[src/rtl/dt_pkg.sv]
// Shared definitions for the ridge extractor: image geometry, FSM states,
// neighbour offset tables and small mask helpers.
// Build option: DT_RIDGE_DIAG_EN adds the four diagonal neighbours.
package dt_pkg;

  localparam int IMG_W     = 128;
  localparam int IMG_H     = 128;
  localparam int WORD_BITS = 16;

`ifdef DT_RIDGE_DIAG_EN
  localparam int NB_N  = 8;
  localparam int NB_IW = 3;
`else
  localparam int NB_N  = 4;
  localparam int NB_IW = 2;
`endif

  typedef enum logic [2:0] {
    IDLE   = 3'd0,
    RD_C   = 3'd1,
    EV_C   = 3'd2,
    RD_NB  = 3'd3,
    CMP_NB = 3'd4,
    ACC    = 3'd5,
    WR     = 3'd6,
    FIN    = 3'd7
  } state_t;

  // Neighbour order: N, W, E, S, NW, NE, SW, SE
  localparam logic signed [1:0] NB_DX [8] = '{2'sd0, -2'sd1, 2'sd1, 2'sd0,
                                              -2'sd1, 2'sd1, -2'sd1, 2'sd1};
  localparam logic signed [1:0] NB_DY [8] = '{-2'sd1, 2'sd0, 2'sd0, 2'sd1,
                                              -2'sd1, -2'sd1, 2'sd1, 2'sd1};

  // Bits set for every neighbour index strictly after idx
  function automatic logic [NB_N-1:0] above_mask(input logic [NB_IW-1:0] idx);
    logic [NB_N-1:0] m;
    m = '0;
    for (int k = 0; k < NB_N; k++) m[k] = (k > int'(idx));
    return m;
  endfunction

  // Lowest set bit of a neighbour mask (0 when empty)
  function automatic logic [NB_IW-1:0] first_idx(input logic [NB_N-1:0] m);
    logic [NB_IW-1:0] r;
    r = '0;
    for (int k = NB_N - 1; k >= 0; k--) if (m[k]) r = NB_IW'(k);
    return r;
  endfunction

endpackage

[src/rtl/dt_nb_addr_gen.sv]
// Maps a pixel and neighbour index to the neighbour's map address and an
// in-image flag. The 8-bit sums expose under/overflow in bit 7, so an edge
// neighbour is flagged instead of wrapping into the next row.
module dt_nb_addr_gen
  import dt_pkg::*;
(
  input  logic [6:0]       x,
  input  logic [6:0]       y,
  input  logic [NB_IW-1:0] idx,
  output logic [13:0]      addr,
  output logic             in_img
);

  logic signed [1:0] dx;
  logic signed [1:0] dy;
  logic [7:0]        nx;
  logic [7:0]        ny;

  assign dx     = NB_DX[3'(idx)];
  assign dy     = NB_DY[3'(idx)];
  assign nx     = {1'b0, x} + {{6{dx[1]}}, dx};
  assign ny     = {1'b0, y} + {{6{dy[1]}}, dy};
  assign in_img = ~nx[7] & ~ny[7];
  assign addr   = {ny[6:0], nx[6:0]};

endmodule

[src/rtl/dt_ridge_extract.sv]
// Ridge extractor: raster-scans a 128x128 distance map and packs one ridge
// bit per pixel into 16-bit words (bit 15 = leftmost pixel).
// Build option: DT_RIDGE_DIAG_EN compares the 8-neighbourhood.
// Memory handshake: res_rd/res_addr are registered; res_di is valid in the
// cycle after res_rd is high. skel_wr is a one-cycle strobe qualifying
// skel_addr/skel_do. state_dbg mirrors the FSM state for observation.
module dt_ridge_extract
  import dt_pkg::*;
(
  input  logic        clk,
  input  logic        reset,
  input  logic        start,
  output logic        busy,
  output logic        res_rd,
  output logic [13:0] res_addr,
  input  logic [7:0]  res_di,
  output logic        skel_wr,
  output logic [9:0]  skel_addr,
  output logic [15:0] skel_do,
  output logic        done,
  output logic [2:0]  state_dbg
);

  state_t                 state;
  logic [13:0]            pix;        // {y, x}
  logic [NB_IW-1:0]       nb_idx;     // last neighbour issued
  logic [7:0]             center;
  logic                   ridge_bit;
  logic                   last_pix;
  logic [WORD_BITS-1:0]   word;

  logic [13:0]            nb_addr [NB_N];
  logic [NB_N-1:0]        nb_in;
  logic [NB_N-1:0]        cand;
  logic [NB_IW-1:0]       nb_sel;
  logic [WORD_BITS-1:0]   word_shift;

  for (genvar g = 0; g < NB_N; g++) begin : g_nb
    dt_nb_addr_gen u_addr (
      .x      (pix[6:0]),
      .y      (pix[13:7]),
      .idx    (NB_IW'(g)),
      .addr   (nb_addr[g]),
      .in_img (nb_in[g])
    );
  end

  // Remaining in-image neighbours: all of them on the first pick, otherwise
  // those after the last issued one. Choosing the next read one state early
  // keeps a foreground pixel at 3 + 2 cycles per neighbour read.
  assign cand       = (state == EV_C) ? nb_in : (nb_in & above_mask(nb_idx));
  assign nb_sel     = first_idx(cand);
  assign word_shift = {word[WORD_BITS-2:0], ridge_bit};
  assign state_dbg  = state;

  // Scan FSM with registered memory strobes and status outputs
  always_ff @(posedge clk or negedge reset) begin
    if (!reset) begin
      state     <= IDLE;
      pix       <= '0;
      nb_idx    <= '0;
      center    <= '0;
      ridge_bit <= 1'b0;
      last_pix  <= 1'b0;
      word      <= '0;
      busy      <= 1'b0;
      done      <= 1'b0;
      res_rd    <= 1'b0;
      res_addr  <= '0;
      skel_wr   <= 1'b0;
      skel_addr <= '0;
      skel_do   <= '0;
    end else begin
      res_rd  <= 1'b0;
      skel_wr <= 1'b0;
      case (state)
        IDLE: begin
          if (start) begin
            pix      <= '0;
            nb_idx   <= '0;
            word     <= '0;
            done     <= 1'b0;
            busy     <= 1'b1;
            res_rd   <= 1'b1;
            res_addr <= '0;
            state    <= RD_C;
          end
        end
        RD_C: state <= EV_C;
        EV_C: begin
          center <= res_di;
          if (res_di == 8'd0) begin
            ridge_bit <= 1'b0;
            state     <= ACC;
          end else if (cand == '0) begin
            ridge_bit <= 1'b1;
            state     <= ACC;
          end else begin
            nb_idx   <= nb_sel;
            res_rd   <= 1'b1;
            res_addr <= nb_addr[nb_sel];
            state    <= RD_NB;
          end
        end
        // The read for this neighbour is already on the bus; the
        // "none remain" decision was taken when it was selected.
        RD_NB: state <= CMP_NB;
        CMP_NB: begin
          if (res_di > center) begin
            ridge_bit <= 1'b0;
            state     <= ACC;
          end else if (cand == '0) begin
            ridge_bit <= 1'b1;
            state     <= ACC;
          end else begin
            nb_idx   <= nb_sel;
            res_rd   <= 1'b1;
            res_addr <= nb_addr[nb_sel];
            state    <= RD_NB;
          end
        end
        ACC: begin
          word <= word_shift;
          pix  <= pix + 14'd1;
          if (pix[3:0] == 4'hF) begin
            skel_wr   <= 1'b1;
            skel_do   <= word_shift;
            skel_addr <= {pix[13:7], pix[6:4]};
            last_pix  <= (pix == 14'h3FFF);
            state     <= WR;
          end else begin
            res_rd   <= 1'b1;
            res_addr <= pix + 14'd1;
            state    <= RD_C;
          end
        end
        WR: begin
          if (last_pix) begin
            done  <= 1'b1;
            busy  <= 1'b0;
            state <= FIN;
          end else begin
            res_rd   <= 1'b1;
            res_addr <= pix;
            state    <= RD_C;
          end
        end
        FIN:     state <= IDLE;
        default: state <= IDLE;
      endcase
    end
  end

endmodule
[config.mk]
export PLATFORM = sky130hd
export DESIGN_NAME = dt_ridge_extract
export DESIGN_NICKNAME = d
export VERILOG_FILES = /design/src/rtl/dt_pkg.sv /design/src/rtl/dt_nb_addr_gen.sv /design/src/rtl/dt_ridge_extract.sv
export SDC_FILE = /design/constraint.sdc
export NUM_CORES = 1
export LEC_CHECK = 0
export BUFFER_PORTS_ARGS = -buffer_cell sky130_fd_sc_hd__buf_2
export CORE_ASPECT_RATIO = 0.9
export CORE_UTILIZATION = 60
export CTS_CLUSTER_SIZE = 12
export DETAILED_ROUTE_END_ITERATION = 7
export GPL_ROUTABILITY_DRIVEN = 0
export PLACE_DENSITY_LB_ADDON = 0.1
export SYNTH_ARGS = -nofsm -noshare
export SYNTH_HDL_FRONTEND = slang
export SYNTH_HIERARCHICAL = 1
export SYNTH_SLANG_ARGS = --single-unit
[constraint.sdc]
create_clock -name clk -period 5.64 [get_ports clk]
set_input_delay 0.564 -clock clk [delete_from_list [all_inputs] [get_ports clk]]
set_output_delay 0.564 -clock clk [all_outputs]
set_load 0.005 [all_outputs]
# Yosys cells after proc, flatten, opt, wreduce, memory -nomap -nowiden
# Cells that the tools add are included.
[word_totals]
mem_count = 0
mem_bits_rw = 0
output_inout_bits = 47
romBits = 0
latchBits = 0
regBits = 88
[op_classes]
n_mux = 49
shift = 0
n_bitwise = 6
reduce_logical = 13
n_mul = 0
addsub = 5
eq_ne = 15
magnitude_cmp = 5
div_mod_pow = 0
[op_table]
columns = ["cell", "count"]
rows = [
  ["two-way mux 14 bit", 8],
  ["one-hot mux 14 bit (5 select lines)", 1],
  ["one-hot mux 15 bit (2 select lines)", 1],
  ["binary-select mux 14 bit (select 2 bit)", 1],
  ["one-hot mux 14 bit (2 select lines)", 1],
  ["one-hot mux 3 bit (8 select lines)", 1],
  ["two-way mux 3 bit", 6],
  ["adder 7 x 1 -> 8 bit (second input constant)", 2],
  ["adder 7 x 8 -> 8 bit (second input constant)", 2],
  ["two-way mux 2 bit", 8],
  ["two-way mux 1 bit", 15],
  ["two-way mux 15 bit", 1],
  ["adder 14 x 1 -> 14 bit (second input constant)", 1],
  ["equality test 14 bit (second input constant)", 1],
  ["equality test 3 bit (second input constant)", 4],
  ["inequality test 2 bit (second input constant)", 6],
  ["greater-than comparator 8 bit", 1],
  ["zero test 8 bit", 1],
  ["equality test 3 x 2 -> 1 bit (second input constant)", 2],
  ["one-hot mux 1 bit (2 select lines)", 3],
  ["one-hot mux 2 bit (3 select lines)", 1],
  ["AND reduction 6 bit", 1],
  ["nonzero test 2 bit", 3],
  ["one-hot mux 1 bit (5 select lines)", 1],
  ["16 further kinds", 21],
]

# Longest topological paths before layout
[depth]
word_depth = 15
ltp_mapped = 15
mapped_depth_nobuf = 14

# By module
# Netlist, hierarchy kept.
[modules_own_cells]
columns = ["mod", "seq_area_each_um2", "n_inst", "cells_per_inst", "area_per_inst_um2"]
rows = [
  ["dt_ridge_extract", 2202.1, 1, 515, 4712.0],
  ["dt_nb_addr_gen at g_nb[0].u_addr ...", 0.0, 3, 109, 748.2],
  ["dt_nb_addr_gen at g_nb[1].u_addr", 0.0, 1, 119, 908.4],
]

# Worst setup path after synthesis
# No wires, ideal clock.
[synth_path]
path_type = "reg-to-reg"
from = "register pix[2]"
to = "register res_addr[9]"
t_arrival_ps = 2859
path_stages_with_launch = 13
required_ps = 5508
slack_ps = 2649
cell_sequence = "dfrtp_1 -> buf_6 -> and2b_1 -> nand2_1 -> o221a_1 -> or4_1 -> a41oi_1 -> a21boi_4 -> nor2_1 -> buf_2 -> a22o_1 -> a221oi_1 -> mux2i_1"
[synth_between]
elab_chain_cells = 14
elab_cells_between_ends = 23
[synth_rtl]
columns = ["item", "line_no", "text"]
rows = [
  ["from (decl)", "dt_ridge_extract.sv:25", "logic [13:0] pix;"],
  ["from (signal assigned)", "dt_ridge_extract.sv:124", "pix <= pix + 14'd1;"],
  ["adder 7 x 1 -> 8 bit (*)", "dt_nb_addr_gen.sv:21", "assign nx = {1'b0, x} + {{6{dx[1]}}, dx};"],
  ["inverter 1 bit (*)", "dt_nb_addr_gen.sv:23", "assign in_img = ~nx[7] & ~ny[7];"],
  ["net nb_in[2]", "dt_ridge_extract.sv:33", "logic [NB_N-1:0] nb_in;"],
  ["bitwise AND 4 bit", "dt_ridge_extract.sv:51", "assign cand = (state == EV_C) ? nb_in : (nb_in & above_mask(nb_idx));"],
  ["two-way mux 4 bit (*)", "dt_ridge_extract.sv:51", ""],
  ["two-way mux 2 bit (3 in series)", "dt_pkg.sv:47", "for (int k = NB_N - 1; k >= 0; k--) if (m[k]) r = NB_IW'(k);"],
  ["inverter 2 -> 3 bit (implied by the code)", "dt_ridge_extract.sv:101, dt_ridge_extract.sv:118", ""],
  ["binary-select mux 14 bit (select 2 bit)", "dt_ridge_extract.sv:101, dt_ridge_extract.sv:118", ""],
  ["two-way mux 14 bit (implied by the code) (2 in series)", "dt_ridge_extract.sv:101, dt_ridge_extract.sv:118", ""],
  ["two-way mux 14 bit (*)", "dt_ridge_extract.sv:95, dt_ridge_extract.sv:112", ""],
  ["two-way mux 14 bit, on equally long branches", "dt_ridge_extract.sv:109, dt_ridge_extract.sv:92", ""],
  ["one-hot mux 14 bit (5 select lines) (*)", "dt_ridge_extract.sv:76", "case (state)"],
  ["to (signal assigned)", "dt_ridge_extract.sv:101", "res_addr <= nb_addr[nb_sel];"],
  ["to (signal assigned)", "dt_ridge_extract.sv:118", "res_addr <= nb_addr[nb_sel];"],
  ["to (signal assigned)", "dt_ridge_extract.sv:133", "res_addr <= pix + 14'd1;"],
  ["to (decl)", "dt_ridge_extract.sv:15", "output logic [13:0] res_addr,"],
]
# The timed path passes the listed nets; every way through them passes the cells marked *. The select of a mux whose other input is x is not followed.
# A chain may end at the register's enable or synchronous reset.

# Worst setup path after layout
[layout_path]
from = "register pix[3]"
to = "register res_addr[9]"
[layout_between]
elab_cells_between_ends = 23
[layout_lines]
columns = ["item", "line_no"]
rows = [
  ["adder 7 x 8 -> 8 bit (*)", "dt_nb_addr_gen.sv:21"],
  ["inverter 1 bit (*)", "dt_nb_addr_gen.sv:23"],
  ["net nb_in[1]", "dt_ridge_extract.sv:33"],
  ["bitwise AND 4 bit", "dt_ridge_extract.sv:51"],
  ["two-way mux 4 bit (*)", "dt_ridge_extract.sv:51"],
  ["two-way mux 2 bit (2 in series)", "dt_pkg.sv:47"],
  ["inverter 2 -> 3 bit (implied by the code)", "dt_ridge_extract.sv:101, dt_ridge_extract.sv:118"],
  ["binary-select mux 14 bit (select 2 bit)", "dt_ridge_extract.sv:101, dt_ridge_extract.sv:118"],
  ["two-way mux 14 bit (implied by the code) (2 in series)", "dt_ridge_extract.sv:101, dt_ridge_extract.sv:118"],
  ["two-way mux 14 bit (*)", "dt_ridge_extract.sv:95, dt_ridge_extract.sv:112"],
  ["two-way mux 14 bit, on equally long branches", "dt_ridge_extract.sv:109, dt_ridge_extract.sv:92"],
  ["one-hot mux 14 bit (5 select lines) (*)", "dt_ridge_extract.sv:76"],
]
# Marked as above.

==> results.py <==
metrics = {
    "run_status": {
        "outcome": "finished clean",
    },
    "pwr": {
        "p_int_w": 0.001473,
        "combPwrFrac_pct": 42.6,
        "power_per_cell_area_nw_per_um2": 300.7,
        "switching_share_pct": 42.06,
        "peakVddDrop_mv": 0.2598,
        "p_leak_nw": 4.043,
        "power_frac_seq_pct": 34.0,
        "p_switching_w": 0.001069,
        "clockPowerShare_pct": 23.4,
        "total_power_w": 0.002542,
    },
    "grt": {
        "grt_max_degree": 57,
        "grt.total_usage_pct": 33.59,
        "first_global_vias": 6601,
        "grt_first_pass_wirelength_mm": 35.79,
        "antenna_found_initial": 0,
        "grt_overflow": 0,
    },
    "critical_path": {
        "crit_fanout": 25,
        "cp.required_ps": 5900,
        "crit_start": "pix[3]$_DFFE_PN0P_",
        "reg2regPathDepth": 10,
        "crit_arrival_ps": 4270,
        "worstSetupPathType": "flop to flop",
        "endpoint_kind": "flop",
        "crit_path_start_kind": "flop",
        "r2r_start": "pix[3]$_DFFE_PN0P_",
    },
    "hold_path": {
        "hp-class": "primary input to async pin",
    },
    "clock_tree": {
        "clk_pin_slew_worst_paths_ps": 70,
        "clock_latency_ps": 350,
        "hold_buffers": 0,
        "post_cts_buffers": 0,
        "cts_resized": 0,
        "cts_root_buf": "clkbuf_16",
        "cts_tree": "built",
        "cts_htree_levels": 3,
        "clock_sinks": 88,
        "cts_max_path_buffers": 2,
        "cts-buffers-inserted": 9,
    },
    "synth": {
        "ys.warnings.count": 6,
        "synth_top_area_share_pct": 28.00,
        "syn_area_per_cell_um2": 8.184,
        "synth.area.top_cells": "dfrtp_1 28%, nand2_1 7.1%, ha_1 6.5%",
        "synth_top_cell_by_area": "dfrtp_1",
        "ys.flop_type": "dfrtp_1",
        "netlist_instances": 961,
        "synth_cell_types": 84,
        "synthTopCellsByCount": "148 x nand2_1, 88 x dfrtp_1, 64 x o21ai_0",
        "synthArstFlopShare_pct": 100.0,
        "synth-edff-count": 0,
        "synth.most_common_cell": "nand2_1",
        "syn_area_um2": 7865,
        "yosysSeqAreaShare_pct": 28.00,
        "ys_ff_latch": 88,
    },
    "timing": {
        "finalHoldViolations": 0,
        "timing.final.crit_share_pct": 71.02,
        "finalWorstSetupSlack_ps": 1635,
        "rsz0062_at_grt": "no",
        "slew_headroom_pct": 29.23,
        "setup_tns_ps": 0,
        "setup_viol": 0,
        "worst_slew_pin_slew_ps": 1062,
        "period_minus_slack_ps": 4005,
        "fmax_mhz": 249.7,
        "skew_ps": 5.913,
        "slew_violations": 0,
    },
    "floorplanning": {
        "rows": 39,
        "coreArea_um2": 12740,
        "boundaryPins": 58,
        "dieArea_um2": 13570,
        "die_h_um": 110.6,
        "die_x_um": 122.7,
        "start_util_pct": 61.75,
    },
    "placement": {
        "place_hpwl_mm": 15.49,
        "dp.cells": 1140,
        "io_buffers": 57,
        "placed_cell_area_um2": 8155,
        "place_ws_ps": 1743,
    },
    "layout": {
        "antennaDiodeCount": 0,
        "drive_above_1_share_pct": 12.00,
        "nNetsFinal": 1039,
        "final_area_um2": 8454,
        "area_growth_pct": 7.493,
        "fin_cells": 1156,
    },
    "drt": {
        "dr.first_iter.drc_count": 797,
        "vias_per_cell": 6.358,
        "drtPass1Iterations": 6,
        "drc": 0,
        "postRouteAntennaNets": 0,
        "wl_per_cell_um": 18.89,
        "drt_wl_total_mm": 21.84,
        "dr_total_vias": 7350,
    },
    "run": {
        "drv_cap": 0,
    },
}
sequential cells by signal, indices dropped and copies added, names as in the netlist:
name,cells
busy,1
center,8
done,1
last_pix,1
nb_idx,2
pix,14
res_addr,14
res_rd,1
ridge_bit,1
skel_addr,10
skel_do,16
skel_wr,1
state_dbg,3
word,15
final timing paths:
check	end	slack, ps
max in group asynchronous	skel_do[2]$_DFFE_PN0P_	4400
hold reg to reg	skel_do[11]$_DFFE_PN0P_	470
min in group clk	center[4]$_DFFE_PN0P_	460
setup / recovery	res_addr[9]$_DFFE_PN0P_	1630
hold / removal	pix[1]$_DFFE_PN0P_	170
setup reg to reg	res_addr[9]$_DFFE_PN0P_	1630
metal layers:
layer | track usage [%] | wire, um | up-vias
li1 | - | - | 3521
met1 | 50.45 | 10000 | 3455
met5 | 0 | 0 | -
met2 | 48.69 | 9568 | 328
met3 | 7.851 | 1817 | 46
met4 | 6.911 | 453 | 0
final cells by class:
class	count	area (um^2)
clock inverter	7	73.82
sequential	88	2202
fill	1129	4282
inverter	38	142.6
multi-input combinational	774	5175
tap	164	205.2
timing repair buffer	76	430.4
clock buffer	9	225.2
worst max-delay path: stages (launching register included):
cell	delay [ps]
dfrtp_1	870
xor2_1	170
a22oi_1	290
nand2_1	140
a21oi_1	250
a221oi_2	110
o21ai_1	540
nand4_1	360
nor2b_1	270
a21oi_4	630
mux2i_1	270
per-stage QoR:
stage / hold WS, ps / utilization (%)
after floorplan: 268.4 / -
after global placement: 453.5 / 64.03
after detailed placement: 456.9 / 64.03
after CTS: 189.3 / 66.38
after global routing: 193.2 / 66.38
final: 170.1 / 66.38
kinds of logic (layout without fill, tap and decap cells):
group	after synthesis	in the layout	synth area share (%)
AOI/OAI and AO/OA	280	280	25.92
DFF	88	88	28.00
and+or+nand+nor	347	347	22.24
muxes	20	20	2.561
adders and majority gates	41	41	6.522
buffers and inverters	113	130	6.872
xor gates and xnor gates	70	70	7.795
other	2	16	0.09549
power by group through the flow:
stage                     logic [W]  clock network (W)  registers (W)
final                       0.00108           0.000596       0.000863
after global routing        0.00118           0.000630       0.000877
after floorplan            0.000812                  0       0.000816
after global placement      0.00102                  0       0.000868
after detailed placement    0.00103                  0       0.000867
after CTS                   0.00104           0.000601       0.000858
cell usage in the layout (no fill, tap or decap), types with 7 or more instances in the layout:
cell type,instances
nand2_1,148
dfrtp_1,88
o21ai_0,64
nor2_1,58
buf_2,56
a21oi_1,43
ha_1,41
xnor2_1,40
inv_1,37
xor2_1,30
a22o_1,28
nand3_1,23
buf_4,20
mux2i_1,19
conb_1,16
o21a_1,13
a31oi_1,13
nand4_1,11
nor4_1,11
o22ai_1,10
o31ai_1,10
nor3b_1,9
a221oi_1,9
clkbuf_16,9
and3_1,8
and2_1,8
a22oi_1,8
a41o_1,8
a21o_1,8
nor3_1,8
nand3b_1,7
nand2b_1,7
Power figures use the tool's default switching activity.
